===== src/rtl/led_ws2812_decoder.sv =====
// rtl/led_ws2812_decoder.sv - WS2812 pin receiver: decodes GRB pixels, latch gaps and framing errors.
// Define LED_WS2812_DECODER_PASSTHROUGH_EN to regenerate the downstream pin after the first pixel.
module led_ws2812_decoder #(
    parameter int RESET_TICKS = 100,
    parameter int MAX_HIGH    = 3
) (
    input  logic       clk,
    input  logic       clk__enable,
    input  logic       reset,
    input  logic       led_data_pin,
    input  logic [7:0] divider_400ns,
    output logic       pixel__valid,
    output logic [7:0] pixel__led_number,
    output logic [7:0] pixel__red,
    output logic [7:0] pixel__green,
    output logic [7:0] pixel__blue,
    output logic       latch,
    output logic       bit_error,
    output logic       led_data_out_pin
);

    localparam int LOW_W = 16;

    typedef enum logic [1:0] {
        ST_RESYNC,
        ST_IDLE,
        ST_HIGH,
        ST_LOW
    } state_t;

    state_t      state_q;
    logic        sync1_q;
    logic        sync2_q;
    logic        s_prev_q;
    logic [7:0]  presc_q;
    logic [11:0] high_cnt_q;
    logic [LOW_W-1:0] low_ticks_q;
    logic [22:0] shift_q;
    logic [4:0]  bit_cnt_q;
    logic [7:0]  led_num_q;
    logic        valid_q;
    logic [7:0]  pix_led_q;
    logic [7:0]  red_q;
    logic [7:0]  green_q;
    logic [7:0]  blue_q;
    logic        latch_q;
    logic        err_q;

    logic        s;
    logic        rise;
    logic        fall;
    logic        tick;
    logic [7:0]  presc_d;
    logic [8:0]  t_cycles;
    logic [9:0]  thr;
    logic [11:0] max_high_cycles;
    logic        high_over;
    logic        bit_val;
    logic [23:0] shift_d;
    logic        low_done;
    logic [11:0] high_cnt_d;
    logic [7:0]  led_num_d;

    assign s    = sync2_q;
    assign rise = s & ~s_prev_q;
    assign fall = ~s & s_prev_q;
    assign tick = (presc_q == divider_400ns);

    always_comb begin
        presc_d = presc_q + 8'd1;
        if (rise || tick) begin
            presc_d = 8'd0;
        end
    end

    // Bit threshold is 1.5 ticks; the overlong limit is measured in cycles so it is phase independent.
    assign t_cycles        = {1'b0, divider_400ns} + 9'd1;
    assign thr             = {1'b0, t_cycles} + {2'b00, t_cycles[8:1]};
    assign max_high_cycles = 12'(MAX_HIGH) * {3'b000, t_cycles};
    assign high_over       = high_cnt_q > max_high_cycles;
    assign bit_val         = high_cnt_q > {2'b00, thr};
    assign shift_d         = {shift_q, bit_val};
    assign low_done        = tick && (low_ticks_q == LOW_W'(RESET_TICKS - 1));
    assign high_cnt_d      = (high_cnt_q == 12'hFFF) ? high_cnt_q : high_cnt_q + 12'd1;
    assign led_num_d       = (led_num_q == 8'hFF) ? led_num_q : led_num_q + 8'd1;

`ifdef LED_WS2812_DECODER_PASSTHROUGH_EN
    logic fwd_q;
    logic out_q;
    assign led_data_out_pin = out_q;
`else
    assign led_data_out_pin = 1'b0;
`endif

    always_ff @(posedge clk) begin
        if (reset) begin
            state_q     <= ST_RESYNC;
            sync1_q     <= 1'b0;
            sync2_q     <= 1'b0;
            s_prev_q    <= 1'b0;
            presc_q     <= 8'd0;
            high_cnt_q  <= 12'd0;
            low_ticks_q <= '0;
            shift_q     <= 23'd0;
            bit_cnt_q   <= 5'd0;
            led_num_q   <= 8'd0;
            valid_q     <= 1'b0;
            pix_led_q   <= 8'd0;
            red_q       <= 8'd0;
            green_q     <= 8'd0;
            blue_q      <= 8'd0;
            latch_q     <= 1'b0;
            err_q       <= 1'b0;
`ifdef LED_WS2812_DECODER_PASSTHROUGH_EN
            fwd_q       <= 1'b0;
            out_q       <= 1'b0;
`endif
        end else if (!clk__enable) begin
            valid_q <= 1'b0;
            latch_q <= 1'b0;
            err_q   <= 1'b0;
        end else begin
            sync1_q  <= led_data_pin;
            sync2_q  <= sync1_q;
            s_prev_q <= sync2_q;
            presc_q  <= presc_d;
            valid_q  <= 1'b0;
            latch_q  <= 1'b0;
            err_q    <= 1'b0;
`ifdef LED_WS2812_DECODER_PASSTHROUGH_EN
            out_q    <= s & fwd_q;
`endif
            case (state_q)
                ST_RESYNC: begin
                    if (s) begin
                        low_ticks_q <= '0;
                    end else if (low_done) begin
                        low_ticks_q <= '0;
                        state_q     <= ST_IDLE;
                    end else if (tick) begin
                        low_ticks_q <= low_ticks_q + 1'b1;
                    end
                end
                ST_IDLE: begin
                    if (rise) begin
                        state_q    <= ST_HIGH;
                        bit_cnt_q  <= 5'd0;
                        led_num_q  <= 8'd0;
                        high_cnt_q <= 12'd1;
                    end
                end
                ST_HIGH: begin
                    // An overlong pulse beats a coincident falling edge.
                    if (high_over) begin
                        err_q       <= 1'b1;
                        low_ticks_q <= '0;
                        state_q     <= ST_RESYNC;
`ifdef LED_WS2812_DECODER_PASSTHROUGH_EN
                        fwd_q       <= 1'b0;
`endif
                    end else if (fall) begin
                        shift_q     <= shift_d[22:0];
                        low_ticks_q <= '0;
                        state_q     <= ST_LOW;
                        if (bit_cnt_q == 5'd23) begin
                            valid_q   <= 1'b1;
                            pix_led_q <= led_num_q;
                            green_q   <= shift_d[23:16];
                            red_q     <= shift_d[15:8];
                            blue_q    <= shift_d[7:0];
                            bit_cnt_q <= 5'd0;
                            led_num_q <= led_num_d;
`ifdef LED_WS2812_DECODER_PASSTHROUGH_EN
                            fwd_q     <= 1'b1;
`endif
                        end else begin
                            bit_cnt_q <= bit_cnt_q + 5'd1;
                        end
                    end else begin
                        high_cnt_q <= high_cnt_d;
                    end
                end
                ST_LOW: begin
                    if (rise) begin
                        state_q    <= ST_HIGH;
                        high_cnt_q <= 12'd1;
                    end else if (low_done) begin
                        latch_q   <= 1'b1;
                        err_q     <= (bit_cnt_q != 5'd0);
                        bit_cnt_q <= 5'd0;
                        state_q   <= ST_IDLE;
`ifdef LED_WS2812_DECODER_PASSTHROUGH_EN
                        fwd_q     <= 1'b0;
`endif
                    end else if (tick) begin
                        low_ticks_q <= low_ticks_q + 1'b1;
                    end
                end
                default: state_q <= ST_RESYNC;
            endcase
        end
    end

    assign pixel__valid      = valid_q;
    assign pixel__led_number = pix_led_q;
    assign pixel__red        = red_q;
    assign pixel__green      = green_q;
    assign pixel__blue       = blue_q;
    assign latch             = latch_q;
    assign bit_error         = err_q;

endmodule

===== config.mk =====
export PLATFORM = sky130hd
export DESIGN_NAME = led_ws2812_decoder
export DESIGN_NICKNAME = d
export VERILOG_FILES = /design/src/rtl/led_ws2812_decoder.sv
export SDC_FILE = /design/constraint.sdc
export NUM_CORES = 1
export LEC_CHECK = 0
export CAP_MARGIN = 20
export CORE_UTILIZATION = 45
export CTS_BUF_LIST = sky130_fd_sc_hd__clkbuf_8
export DETAILED_ROUTE_END_ITERATION = 10
export PLACE_DENSITY = 0.66
export REMOVE_ABC_BUFFERS = 1
export SYNTH_ARGS = -nofsm -noshare
export SYNTH_HDL_FRONTEND = slang
export SYNTH_SLANG_ARGS = --single-unit

===== constraint.sdc =====
create_clock -name clk -period 4.85 [get_ports clk]
set_input_delay 0.97 -clock clk [delete_from_list [all_inputs] [get_ports clk]]
set_output_delay 0.97 -clock clk [all_outputs]
set_load 0.005 [all_outputs]

== After elaboration in Yosys (flattened, before gate mapping) ==
Cells that the tools add are included.
W data, S select, Z words.
Word-level totals
  flip-flop bits (word level): 112
  output and inout bits: 36
Cells by class
  add/sub/neg operators: 7
  multiply operators: 1
  order comparisons: 2
  equality and inequality tests: 21
  mux-type cells: 40
  bitwise logic cells: 9
  reduce and logical (&&, ||, !) cells: 19
Operators with widths (number)
  $mux W16: 7
  $mux W12: 4
  $mux W8: 6
  $pmux W16 S3: 1
  $mux W5: 6
  $pmux W12 S2: 1
  $ne A2 B2 Y1 const B: 11
  $add A16 B1 Y16 const B: 1
  $add A8 B1 Y8 const B: 2
  $eq A16 B7 Y1 const B: 1
  $pmux W8 S2: 1
  $pmux W5 S3: 1
  $reduce_and A7 Y1: 2
  $add A12 B1 Y12 const B: 1
  $eq A12 B12 Y1 const B: 1
  $gt A12 B10 Y1: 1
  $gt A12 B11 Y1: 1
  $mux W2: 6
  $mul A2 B9 Y11 const A: 1
  $add A9 B8 Y10: 1
  $reduce_and A5 Y1: 2
  $add A8 B1 Y9 const B: 1
  $eq A8 B8 Y1: 1
  $eq A8 B8 Y1 const B: 1
  other kinds (22): 38

== Longest topological paths before layout ==
Gate-level depths: netlist of the first run.
  word-level depth: 6
  gate-level depth with buffers: 22

== Least setup slack after synthesis of the first run ==
No wires, ideal clock.
  path type: input to register
  start point: input port divider_400ns[0]
  end point: register blue_q[6], in the netlist pixel__blue[6]
  library setup time: 0.116 ns
  arrival: 5.141 ns
  data required time: 4.734 ns
  setup slack: -0.407 ns
  stages on the path: 21
  path buffers: 4
  cells stage by stage: ha_1 -> buf_2 -> buf_2 -> xor2_1 -> ha_1 -> a21oi_4 -> a221oi_1 -> a311o_1 -> o2111ai_1 -> nand2_1 -> a21oi_1 -> ha_1 -> nand2b_1 -> o21ba_2 -> mux2_2 -> and4_4 -> a21oi_2 -> buf_2 -> clkbuf_1 -> nor4_1 -> a31o_1
Between the ends
  longest elaborated chain between the ends: 5
Ends and longest elaborated chain
  from (decl): line 11  | input logic [7:0] divider_400ns,
  $add A8 B1 Y9: line 77  | assign t_cycles = {1'b0, divider_400ns} + 9'd1;
  $mul A2 B9 Y11: line 79  | assign max_high_cycles = 12'(MAX_HIGH) * {3'b000, t_cycles};
  $gt A12 B11 Y1: line 80  | assign high_over = high_cnt_q > max_high_cycles;
  $not A1 Y1 (no source line)
  $reduce_and A5 Y1 (no source line)
  to (signal assigned): line 170  | blue_q <= shift_d[7:0];
  to (decl): line 45  | logic [7:0] blue_q;
Every way passes these cells.
A chain may end at the register's enable or synchronous reset.

== Worst setup path after layout of the first run ==
  start point: input port divider_400ns[4]
  end point: register blue_q[1], in the netlist pixel__blue[1]
Same word-level chain as after synthesis.

==> summary.txt, run 1 <==
Logic synthesis
  • Count of different cell masters after synthesis: between 80 and 90
  • Dominant cells by area after synthesis: dfxtp_1 32%, ha_1 5.3%, o21ai_0 4.3%
  • Synth top area share: 31.7%
  • Syn. warnings: 0
  • Synthesized instance count: 882
  • Yosys reg bits: 112
  • Synth Flop Type: dfxtp_1
  • Syn_area_per_cell: 8.01 um^2
  • Post-synth EDFFs: 0
  • Leading area contributor after synthesis: dfxtp_1
  • Ys async rst share: 0%
  • Seq/Total Area, Yosys: 31.7%
  • Synthesized area: 7060 um^2

Power
  • PD cells: 246 nW/um^2
  • Worst VDD drop: 0.192 mV
  • Leakage Power: 3.19 nW
  • Total power draw: 2.10 mW

Floorplan
  • Die Span X: 127 um
  • Core ar.: 15,300 um^2
  • Number of I/O pins: 48
  • Initial core utilization: a little under half
  • Row count: 45
  • Die Ht: 127 um
  • Die ar.: 16,200 um^2

Detailed routing
  • Drt wl/cell: 14.8 um
  • Starting DRT DRC Count: 564
  • Final wirelength: 17.5 mm
  • Detail Route Antenna Nets: 0
  • DR pass1 iterations: 5
  • Via count: 6,839
  • DRC viols: 0
  • Via-to-Cell Ratio: 5.76

Worst hold path
  • Min-delay src: shift_q[4]$_SDFFE_PP0P_
  • Hold Path Sink: shift_q[5]$_SDFFE_PP0P_
  • HP Class: flop to flop
  • Hold Crit Depth: 2

Setup path
  • Worst R2R Start: state_q[0]$_SDFFE_PP0P_
  • Crit path required time: just over 5000 ps
  • Slowest stage cell, crit path: clkdlybuf4s50_1
  • CP Cell Sequence: clkdlybuf4s50_1 -> and3_1 -> nand2_1 -> xnor2_2 -> ha_1 -> a21o_1 -> a311o_1 -> o2111ai_2 -> nand2_2 -> a21oi_2 -> ha_1 -> nand2b_1 -> o21ba_2 -> mux2_2 -> o211ai_4 -> a21oi_4 -> or3_1 -> buf_12 -> a31o_2
  • Worst path arrival time: 5020 ps
  • Top fanout value on the critical path: 33
  • R2r endpoint: low_ticks_q[11]$_SDFFE_PP0P_
  • Crit. End Element: flop
  • Worst r2r path cells: 5
  • Most used cell, CP: ha_1
  • Worst Path Class, Setup: input port to flop
  • Crit-path max cell delay: 480 ps
  • CP Launch Type: input port
  • R2R setup slack: 1480 ps

Timing
  • Unrepaired setup endpoints after global routing: true
  • Worst Clk Skew: 15.8 ps
  • Rel. slew slack: 38.7%
  • Max Clk Rate: 211 MHz
  • Tightest Pin Transition: 919 ps
  • Period utilization: between 90 and 100%
  • WHS: approximately 470 ps
  • Final min period: roughly 4700 ps
  • # setup viols final: 0
  • TNS Setup: 0 ps
  • Final count of pins violating max slew: 0
  • Endpoints failing hold: 0

CTS
  • Max clock buf depth: 2
  • Clock Latency Late Sink: 400 ps
  • H-tree levels: 3
  • Number of CTS-inserted buffers: 9
  • CTS sink cnt: 112
  • CTS tree: yes
  • CTS root buf: clkbuf_8
  • Worst-path clk slew: around 120 ps

Global route
  • Tot GR Track Use: between 20% and 30%
  • Initial antenna violation count: 0
  • Largest net degree at the start of global routing: 72
  • Vias in the first global route: 6,073
  • First-pass GRT wire length: 29.4 mm
  • Total gr overflow: 0

Final layout
  • Fillers: 1,466
  • Antenna cells: 0
  • Fraction of layout cells with a size suffix above 1: 16.7%
  • Layout Nets: between 1,000 and 1,500
  • Commonest cells after routing, fill and taps aside: 112 x dfxtp_1, 97 x buf_4, 75 x nand2_1, 58 x a21oi_1, 55 x o21ai_0
  • Syn-to-layout area delta: 20.9%
  • Design area: approximately 8500 um^2
  • Commonest non-fill, non-tap cell in the layout: dfxtp_1
  • Fin util: between 50 and 60%

Placed design
  • Placed cell area: 8230 um^2
  • RePlAce Congestion: 0.866
  • DP HPWL: 12.2 mm
  • Number of buffers added on ports: 46

Run status
  • Status: complete, no violations

Flow run
  • Max_cap viols: 0
through the flow:
step | std cells | setup WS (ps)
after floorplan | 809 | -1470
final | 1187 | 119
after global placement | 1165 | -562
after detailed placement | 1165 | -692
after CTS | 1181 | 11.5
after global routing | 1187 | -41.0
area by class of cell:
type                       instances  area (um^2)  area share (%)
clock buffer                       9          124            1.45
timing repair buffer             151         1300            15.2
clock inverter                     7         83.8           0.982
sequential                       112         2240            26.3
inverter                          29          109            1.27
multi-input combinational        668         4420            51.7
tap                              211          264            3.09
worst max-delay path by stage:
stage,startpoint,endpoint,slack (ps),depth (start not counted)
6_report,divider_400ns[4],pixel__blue[1]$_SDFFE_PP0P_,120,19
5_1_grt,divider_400ns[4],bit_cnt_q[3]$_SDFFE_PP0P_,-40,19
4_1_cts,divider_400ns[3],low_ticks_q[3]$_SDFFE_PP0P_,10,19
3_5_place_dp,divider_400ns[0],low_ticks_q[3]$_SDFFE_PP0P_,-690,20
3_3_place_gp,divider_400ns[0],pixel__blue[1]$_SDFFE_PP0P_,-560,20
2_1_floorplan,divider_400ns[0],pixel__blue[0]$_SDFFE_PP0P_,-1470,17
cells by family (layout without fill, tap and decap cells):
kind of cell / Yosys count / in the layout / share of synthesized area [%]
compound gates: 245 / 245 / 24.2
xor+xnor: 35 / 35 / 4.73
fa+ha+maj: 31 / 31 / 5.46
buf+inv: 102 / 196 / 6.57
flops: 112 / 112 / 31.7
mux: 7 / 7 / 1.01
other cells: 1 / 1 / 0.0531
simple gates: 349 / 349 / 26.2
flip-flops by register name, indices dropped and copies added (netlist names), 2 cells and up:
| register | count |
|---|---|
| led_num_q | 8 |
| pixel__red | 8 |
| state_q | 2 |
| low_ticks_q | 16 |
| pixel__green | 8 |
| high_cnt_q | 12 |
| bit_cnt_q | 5 |
| presc_q | 8 |
| shift_q | 23 |
| pixel__blue | 8 |
| pixel__led_number | 8 |
where the power goes:
part	total [mW]	leakage, nW	internal [mW]	switching, mW
combinational	0.581	2.18	0.269	0.312
sequential	0.943	0.903	0.928	0.0150
clock	0.581	0.106	0.210	0.371
total	2.10	3.19	1.41	0.697
critical path, delay by kind of cell:
family / cells / cell delay, ps
AO/OA/AOI/OAI: 8 / 1450
XOR/XNOR: 1 / 200
adder cells (fa/ha/maj): 2 / 550
buffers and inverters: 2 / 670
multiplexers: 1 / 290
AND/OR/NAND/NOR: 5 / 870
metal layers:
metal  GRT usage (%)  up-vias  wire length, um
li1                -     3451                -
met1            30.9     3220             8440
met2            35.2      155             8250
met3            3.31       13              707
met4            4.48        0              147
met5               0        -                0
cell usage after synthesis (4+ instances only):
| cell type | count |
|---|---|
| a211oi_1 | 5 |
| a21o_1 | 9 |
| a21oi_1 | 59 |
| a311o_1 | 4 |
| a31o_1 | 28 |
| a31oi_1 | 9 |
| a41oi_1 | 7 |
| and2_1 | 6 |
| and3_1 | 29 |
| and4_1 | 4 |
| buf_2 | 14 |
| buf_4 | 5 |
| buf_6 | 6 |
| clkbuf_1 | 46 |
| dfxtp_1 | 112 |
| ha_1 | 30 |
| inv_1 | 28 |
| mux2i_1 | 6 |
| nand2_1 | 76 |
| nand2b_1 | 7 |
| nand3_1 | 49 |
| nand4_1 | 21 |
| nor2_1 | 53 |
| nor2b_1 | 11 |
| nor3_1 | 18 |
| nor4_1 | 34 |
| nor4b_1 | 4 |
| o211ai_1 | 8 |
| o21a_1 | 5 |
| o21ai_0 | 60 |
| o311ai_0 | 4 |
| or3_1 | 8 |
| or3b_2 | 4 |
| or4_1 | 6 |
| xnor2_1 | 23 |
| xor2_1 | 10 |
timing repair:
item                                    4_1_cts  5_1_grt
cloned                                        0        0
resized for setup                             8       20
setup buffers                                 0        6
pin swaps                                     0        7
endpoints found under the setup margin       99       98
hold buffers                                  0        0
Note: power is estimated with default switching activity, not from simulation.
==> run 2: changes to the inputs <==
CORE_UTILIZATION = 40   (was 45)
PLACE_DENSITY = not set   (was 0.66)
==> run 2 against run 1 <==
Net effect: final cell count increased by 1.6%; combinational power increased by 8.4%; maximum frequency increased by 0.97%; global-route usage decreased by 1.3 points; clock skew increased by 1.1 ps; critical endpoint is now low_ticks_q[15]$_SDFFE_PP0P_; largest power group unchanged.
==> summary.txt, run 2 (same netlist as run 1, synthesis figures left out) <==
Floorplan
  • Die ar.: 18,200 um^2 (+12%)
  • Initial core utilization: 40.8% (-5.5 points)
  • Row count: 48 (+6.7%)
  • Core ar.: 17,300 um^2 (+13%)
  • Die Span X: 135 um (+6.0%)
  • Number of I/O pins: 48 (unchanged)
  • Die Ht: 135 um (+6.0%)

Placed design
  • Number of buffers added on ports: 46 (unchanged)
  • DP HPWL: 12.5 mm (+2.8%)
  • Placed cell area: 8240 um^2 (+0.12%)
  • Dpl cells: 1,178 (+1.1%)
  • RePlAce Congestion: 0.859 (-0.80%)

Detailed routing
  • Final wirelength: 18.5 mm (+5.7%)
  • Detail Route Antenna Nets: 0 (unchanged)
  • Drt wl/cell: 15.4 um (+4.0%)
  • Via-to-Cell Ratio: 5.71 (-0.83%)
  • Via count: 6,891 (+0.76%)
  • DR pass1 iterations: 4 (-1)
  • DRC viols: 0 (unchanged)
  • Starting DRT DRC Count: 386 (-32%)

CTS
  • Worst-path clk slew: 110 ps (about the same)
  • Number of CTS-inserted buffers: 9 (unchanged)
  • Clock Latency Late Sink: 400 ps (about the same)
  • Max clock buf depth: 2 (unchanged)
  • CTS tree: yes
  • CTS sink cnt: 112 (unchanged)
  • H-tree levels: 3 (unchanged)
  • Post-CTS Hold Buffers: 0 (unchanged)
  • CTS root buf: clkbuf_8

Global route
  • Tot GR Track Use: 20.5% (-1.3 points)
  • Largest net degree at the start of global routing: 72 (unchanged)
  • Total gr overflow: 0 (unchanged)
  • Vias in the first global route: 6,184 (+1.8%)
  • First-pass GRT wire length: 30.7 mm (+4.1%)
  • Initial antenna violation count: 0 (unchanged)

Setup path
  • CP Launch Type: input port
  • Crit. End Element: flop
  • Worst R2R Start: state_q[0]$_SDFFE_PP0P_
  • Setup crit end: low_ticks_q[15]$_SDFFE_PP0P_
  • R2R setup slack: 1480 ps (about the same)
  • Crit. Startpoint: divider_400ns[1]
  • Worst path arrival time: 4950 ps (-70 ps)
  • Crit path required time: 5110 ps (-30 ps)
  • R2r endpoint: low_ticks_q[11]$_SDFFE_PP0P_
  • Top fanout value on the critical path: 8 (-76%)
  • Worst r2r path cells: 5 (unchanged)
  • Worst Path Class, Setup: input port to flop

Final layout
  • Biggest register: shift_q
  • Design area: 8720 um^2 (+2.2%)
  • Antenna cells: 0 (unchanged)
  • Fraction of layout cells with a size suffix above 1: 18.2% (+1.5 points)
  • Layout Nets: 1,018 (+0.49%)
  • Top Registers: shift_q: 23 flops, low_ticks_q: 16 flops, high_cnt_q: 12 flops
  • Largest register FFs: 23 (unchanged)
  • Syn-to-layout area delta: 23.5%
  • Commonest cells after routing, fill and taps aside: 112 x dfxtp_1, 100 x buf_4, 73 x nand2_1, 57 x a21oi_1, 56 x o21ai_0
  • Commonest non-fill, non-tap cell in the layout: dfxtp_1
  • Non-filler cells, final: 1,206 (+1.6%)

Timing
  • Rel. slew slack: 38.0% (-0.70 points)
  • Final count of pins violating max slew: 0 (unchanged)
  • Period utilization: 96.6% (-0.93 points)
  • Worst Clk Skew: 16.9 ps (+1.07 ps)
  • Max Clk Rate: 213 MHz (+0.97%)
  • Endpoints failing hold: 0 (unchanged)
  • Tightest Pin Transition: 930 ps (+10.6 ps)
  • # setup viols final: 0 (unchanged)
  • Final min period: 4690 ps (-45.3 ps)

Run status
  • Status: complete, no violations

Flow run
  • Max_cap viols: 0 (unchanged)

Power
  • Worst VDD drop: 0.147 mV (-23%)
  • Leakage Power: 3.22 nW (+1.1%)
  • PD cells: 247 nW/um^2 (+0.29%)
  • Total power draw: 2.16 mW (+2.5%)

Worst hold path
  • Min-delay src: pixel__blue[0]$_SDFFE_PP0P_
  • HP Class: flop to flop
-- run 2: cell types whose count changed in the layout (fill, tap and decap cells not counted), sizes merged --
cell and delta:
inv -2, dlymetal6s2s +1, buf +5, clkdlybuf4s15 +1, clkinvlp +1, clkinv +1
clkdlybuf4s50 -1, dlygate4sd2 -1
-- run 2: area by class of cell --
cell class                      count  area [um^2]
Clock buffer                        9          124
Clock inverter                      7         82.6
Fill cell                        1704         8570
Inverter                           29          109
Multi-Input combinational cell    668         4520
Sequential cell                   112         2240
Tap cell                          225          282
Timing Repair Buffer              156         1370
-- run 2: where the power goes --
part | leakage, nW | switching (mW) | total [mW] | internal [mW]
sequential | 0.903 | 0.0142 | 0.942 | 0.928
clock | 0.0991 | 0.377 | 0.585 | 0.207
combinational | 2.22 | 0.328 | 0.630 | 0.302
-- run 2: per-layer routing --
| layer | vias to the layer above | track usage (%) | part of all wire, % |
|---|---|---|---|
| met5 | - | 0 | 0 |
| li1 | 3463 | - | - |
| met2 | 157 | 33.1 | 46 |
| met3 | 22 | 3.15 | 3.9 |
| met4 | 0 | 5.49 | 1.5 |
| met1 | 3249 | 28.4 | 48 |
-- run 2: critical path: stages --
cell	delay (ps)
clkbuf_2	120
buf_4	150
ha_4	250
inv_1	60
ha_4	280
a21oi_4	70
buf_4	130
or4_4	540
o211ai_4	100
nor2_2	70
xor2_1	160
ha_1	340
nand2_2	70
o21bai_4	170
a211oi_2	220
o211a_1	210
o211ai_4	100
buf_6	140
a221o_1	360
buf_6	170
o211ai_1	170
o41ai_1	90
-- run 2: timing repair --
action	in CTS	in global routing
endpoints found under the setup margin	98	98
pin swaps	5	13
cloned	1	1
resized for setup	11	41
setup buffers	5	5
-- run 2: worst min-delay path by stage --
stage	endpoint	slack, ps	cells after the start
after floorplan	led_num_q[0]$_SDFFE_PP0P_	440	1
after global placement	pixel__blue[0]$_SDFFE_PP0P_	450	2
after detailed placement	pixel__blue[0]$_SDFFE_PP0P_	460	2
after CTS	pixel__blue[0]$_SDFFE_PP0P_	480	2
after global routing	pixel__blue[0]$_SDFFE_PP0P_	480	2
final	pixel__blue[0]$_SDFFE_PP0P_	470	2
-- run 2: through the flow --
stage               TNS [ps]  util [%]  worst slack [ps]  hold slack [ps]
floorplan             -86720         -             -1470              436
global placement      -59130      47.6              -692              449
detailed placement    -61670      47.6              -728              460
CTS                        0      49.4              11.7              475
global route            -116      50.4             -22.7              484
finish                     0      50.4               165              473
==> edit 1, RTL diff (flow settings as in run 2) <==
Re-encode `state_t` (4 states) as one-hot, 4 bits wide.
--- a/src/rtl/led_ws2812_decoder.sv
+++ b/src/rtl/led_ws2812_decoder.sv
@@ -23,7 +23,7 @@
 
-    typedef enum logic [1:0] {
-        ST_RESYNC,
-        ST_IDLE,
-        ST_HIGH,
-        ST_LOW
+    typedef enum logic [3:0] {
+        ST_RESYNC = 4'b0001,
+        ST_IDLE   = 4'b0010,
+        ST_HIGH   = 4'b0100,
+        ST_LOW    = 4'b1000
     } state_t;
Check against the original RTL: no difference found for any inputs over 4 cycles, from zero or initial values and one cycle with reset high; so few cycles prove little.
==> edit 1 against run 2 <==
Worst setup slack worse by 80 ps; worst hold slack better by 28 ps; power grew 5.3%; sequential cell count rose by 2; cell area grew 2.9%; combinational power decreased by 38%; critical path depth is 1 lower; area after synthesis down 2.6%; register-to-register slack better by 350 ps; critical endpoint is now pixel__blue[0]; routed wire length is 7.4% lower; non-clock buffer count down 3; first-iteration DRC count up 5.7%.
==> edit 1: results (changes against run 2) <==
metric,value,unit,change
outcome,finished clean,,
share of layout cells above drive strength 1,0.205,,+0.0228
DP Worst Slack,-715,ps,+12.7 ps
vias in the first global route,5899,,-4.6%
"Seq/Total Area, Yosys",0.332,,+0.0144
"Cell Area, Placed",8090,um2,-1.8%
Clock Pin Slew Worst Setup and Hold Paths,70,ps,-40 ps
internal power,1670,uW,+16%
worst vdd ir,166,uV,+12%
Signal buf overhead,0.155,,-0.00108
largest net degree at the start of global routing,56,,-22%
fillers,1581,,-7.2%
met2 WL,8000,um,-7.0%
GR Layer Usage met2,0.323,,-0.00789
WL met3,604,um,-16%
Multi-input comb cells,629,,-5.8%
Synth Area in Compound Gates,0.187,,-0.0546
mux cell area share after synthesis,0.0862,,+0.0761
all-layer global routing usage,0.197,,-0.00861
post-synthesis cell type count,86,,-2.3%
Logic inverters,28,,-3.4%
nonclk buf count,153,,-1.9%
Slew headroom,0.523,,+0.142
dpl hpwl,11600,um,-7.0%
# clk buffers,20,,+11
Clock buf/inv share,0.0460,,+0.0223
crit path DAT,5080,ps,+130 ps
WL met1,8380,um,-6.3%
Setup Skew,16.8,ps,-0.0953 ps
R2R Setup Slk,1830,ps,+350 ps
DRT Pass-1 Iters,7,,+3
Clock Sinks,114,,+1.8%
root buf cell,clkbuf_8,,
DRC marker count from the first detailed-route iteration,408,,+5.7%
LEAKAGE,0.00387,uW,+20%
met1 usage,0.262,,-0.0217
# Post-CTS Setup Buffers,3,,-2
post-synthesis xor/xnor area fraction,0.0502,,+0.00291
Syn Inst Count,817,,-7.4%
RD Place Congestion,0.832,,-3.1%
Skew-Pair Late Insertion Delay,440,ps,+40 ps
post-synthesis adder-cell area fraction,0.0575,,+0.00292
Vias,6356,,-7.8%
H-tree depth,4,,+1
hold slack,501,ps,+28.3 ps
post-cts sizing count,16,,+5
Finished Core Util,0.538,,+0.0332
Final #Nets,986,,-3.1%
Reg area,2280,um2,+1.8%
via/cell ratio,5.41,,-5.3%
Tapcells,220,,-2.2%
fraction of area in multi-input gates,0.502,,-0.0161
crit path max fanout,6,,-2
## edit 1: cell types whose count changed after synthesis, sizes merged, moves of 9 or more
cell / change
a21oi: -18
o31ai: +11
mux2i: +51
nor2: +51
nor4: -23
o21ai: -20
and3: -20
a31o: -28
nand3: -13
clkbuf: -17
nand2: -19
buf: -9
## edit 1: worst max-delay path: stages
cell	delay (ps)
clkdlybuf4s50_1	410
buf_6	140
buf_12	130
xor2_4	180
ha_4	280
a21o_1	160
a32oi_1	120
a31o_1	250
o21bai_1	190
a21o_1	170
a21oi_2	70
ha_1	300
nor2b_4	180
o31a_1	150
and4bb_4	300
and3_4	230
buf_4	120
o2111ai_4	110
buf_12	170
buf_6	140
mux2_4	290
## edit 1: final timing paths
| check | cells past startpoint | end | start |
|---|---|---|---|
| hold reg to reg | 2 | pixel__blue[6] | pixel__blue[6] |
| setup reg to reg | 8 | led_num_q[5] | s |
| hold / removal | 2 | pixel__blue[6] | pixel__blue[6] |
| setup / recovery | 21 | pixel__blue[0] | divider_400ns[2] |
==> edit 2, RTL diff (flow settings as in run 2) <==
Made on the original files. The localparam `LOW_W` goes from 16 to 20.
--- a/src/rtl/led_ws2812_decoder.sv
+++ b/src/rtl/led_ws2812_decoder.sv
@@ -21,3 +21,3 @@
 
-    localparam int LOW_W = 16;
+    localparam int LOW_W = 20;
 
Check against the original RTL: no difference found for any inputs over 4 cycles, from zero or initial values and one cycle with reset high; that may be too few to reach the edited logic, so the function may still have changed.
==> edit 2 against run 2 <==
Sequential cell count rose by 4; via count fell by 8.4%; power rose by 4.6%; worst setup slack got worse by 70 ps; area after synthesis fell by 4.1%; global-route usage fell by 1.0 points; cell area rose by 2.7%; routed wire length fell by 5.3%; critical endpoint is now pixel__red[5]; highest routed layer unchanged.
==> edit 2: results (changes against run 2) <==
metric,value,unit,change
CTS buffer count,17,,+8
LEAKAGE,0.00388,uW,+20%
CP peak stage delay,290,ps,-250 ps
post-synthesis cell type count,71,,-19%
share of layout cells above drive strength 1,0.229,,+0.0461
hold slack,496,ps,+23.7 ps
sw frac,0.282,,-0.0516
WL met3,760,um,+5.7%
"Seq/Total Area, Yosys",0.343,,+0.0252
largest net degree at the start of global routing,81,,+13%
min-delay src,low_ticks_q[0],,
outcome,finished clean,,
Largest regs,"shift_q x23, low_ticks_q x20, high_cnt_q x12",,
Inst Count DP,1129,,-4.2%
H-tree depth,4,,+1
dpl hpwl,12100,um,-3.3%
fillers,1563,,-8.3%
Hold Path Cell Cnt,1,,-1
crit path DAT,5050,ps,+100 ps
RR Endpoint,pixel__red[5],,
all-layer global routing usage,0.195,,-0.0103
Vias,6312,,-8.4%
RR Startpoint,high_cnt_q[1],,
WL met1,8850,um,-1.1%
DRC marker count from the first detailed-route iteration,388,,+0.52%
hold endpoint,low_ticks_q[0],,
routed wire length per instance,14.9,um,-3.1%
R2R Setup Slk,1690,ps,+210 ps
-- edit 2: cell types whose count changed in the layout (fill, tap and decap cells not counted), sizes merged, moves of 10 or more --
cell	before	now
mux2i	6	56
a311oi	1	14
xor2	10	21
nand4	21	10
o21ai	61	26
nor2	53	103
a31o	31	4
nand3	49	25
and3	30	11
buf	111	121
nor4	34	7
a21oi	61	46
-- edit 2: area by class of cell --
class / instances / share of cell area
inverter: 27 / 0.0113
multi-input combinational: 617 / 0.492
clock buffer: 17 / 0.0261
sequential: 116 / 0.259
timing repair buffer: 166 / 0.163
tap: 220 / 0.0307
clock inverter: 15 / 0.0173
-- edit 2: power groups by stage --
stage	clock, uW	combinational [uW]	sequential [uW]
2_1_floorplan	0	178	981
3_3_place_gp	0	366	984
3_5_place_dp	0	368	983
4_1_cts	903	381	961
5_1_grt	955	449	962
6_report	886	409	961
-- edit 2: logic make-up (layout without fill, tap and decap cells) --
kind of cell / after synthesis / after routing / share of synthesized area
and+or+nand+nor: 306 / 306 / 0.218
AOI/OAI and AO/OA: 182 / 183 / 0.194
DFF: 116 / 116 / 0.343
buffers and inverters: 71 / 225 / 0.0462
muxes: 56 / 56 / 0.0827
xor gates and xnor gates: 39 / 39 / 0.0565
adders and majority gates: 32 / 32 / 0.0598
other: 1 / 1 / 0.000553
-- edit 2: through the flow --
stage,power [uW],TNS (ps),utilization
final,2260,0,0.540
after global routing,2370,-2140,0.540
after CTS,2250,0,0.522
after detailed placement,1350,-93660,0.490
after global placement,1350,-87110,0.490
after floorplan,1160,-90980,-
-- edit 2: how the worst max path moves through the flow --
stage,from,end,slack (ps)
after floorplan,divider_400ns[0],pixel__blue[0],-1290
after global placement,divider_400ns[0],led_num_q[7],-930
after detailed placement,divider_400ns[0],led_num_q[5],-1010
after CTS,divider_400ns[2],led_num_q[7],8
after global routing,divider_400ns[0],high_cnt_q[9],-90
final,divider_400ns[1],pixel__red[5],90
-- edit 2: critical path, delay by kind of cell --
family	cells	cell delay (ps)
buffers and inverters	7	910
adder cells (fa/ha/maj)	3	800
AO/OA/AOI/OAI	12	1970
multiplexers	1	150
AND/OR/NAND/NOR	2	250
-- edit 2: layer usage --
metal  vias up  global-route usage
met1      2930               0.272
met5         -                   0
li1       3226                   -
met4         0              0.0568
met2       131               0.304
met3        25              0.0388
-- edit 2: timing repair --
action / in CTS / in global routing
endpoints found under the hold margin: 0 / 0
setup endpoints to repair: 104 / 102
gates resized for setup: 36 / 42
buffers inserted: 7 / 6
gates cloned: 0 / 4
pin swaps: 13 / 27
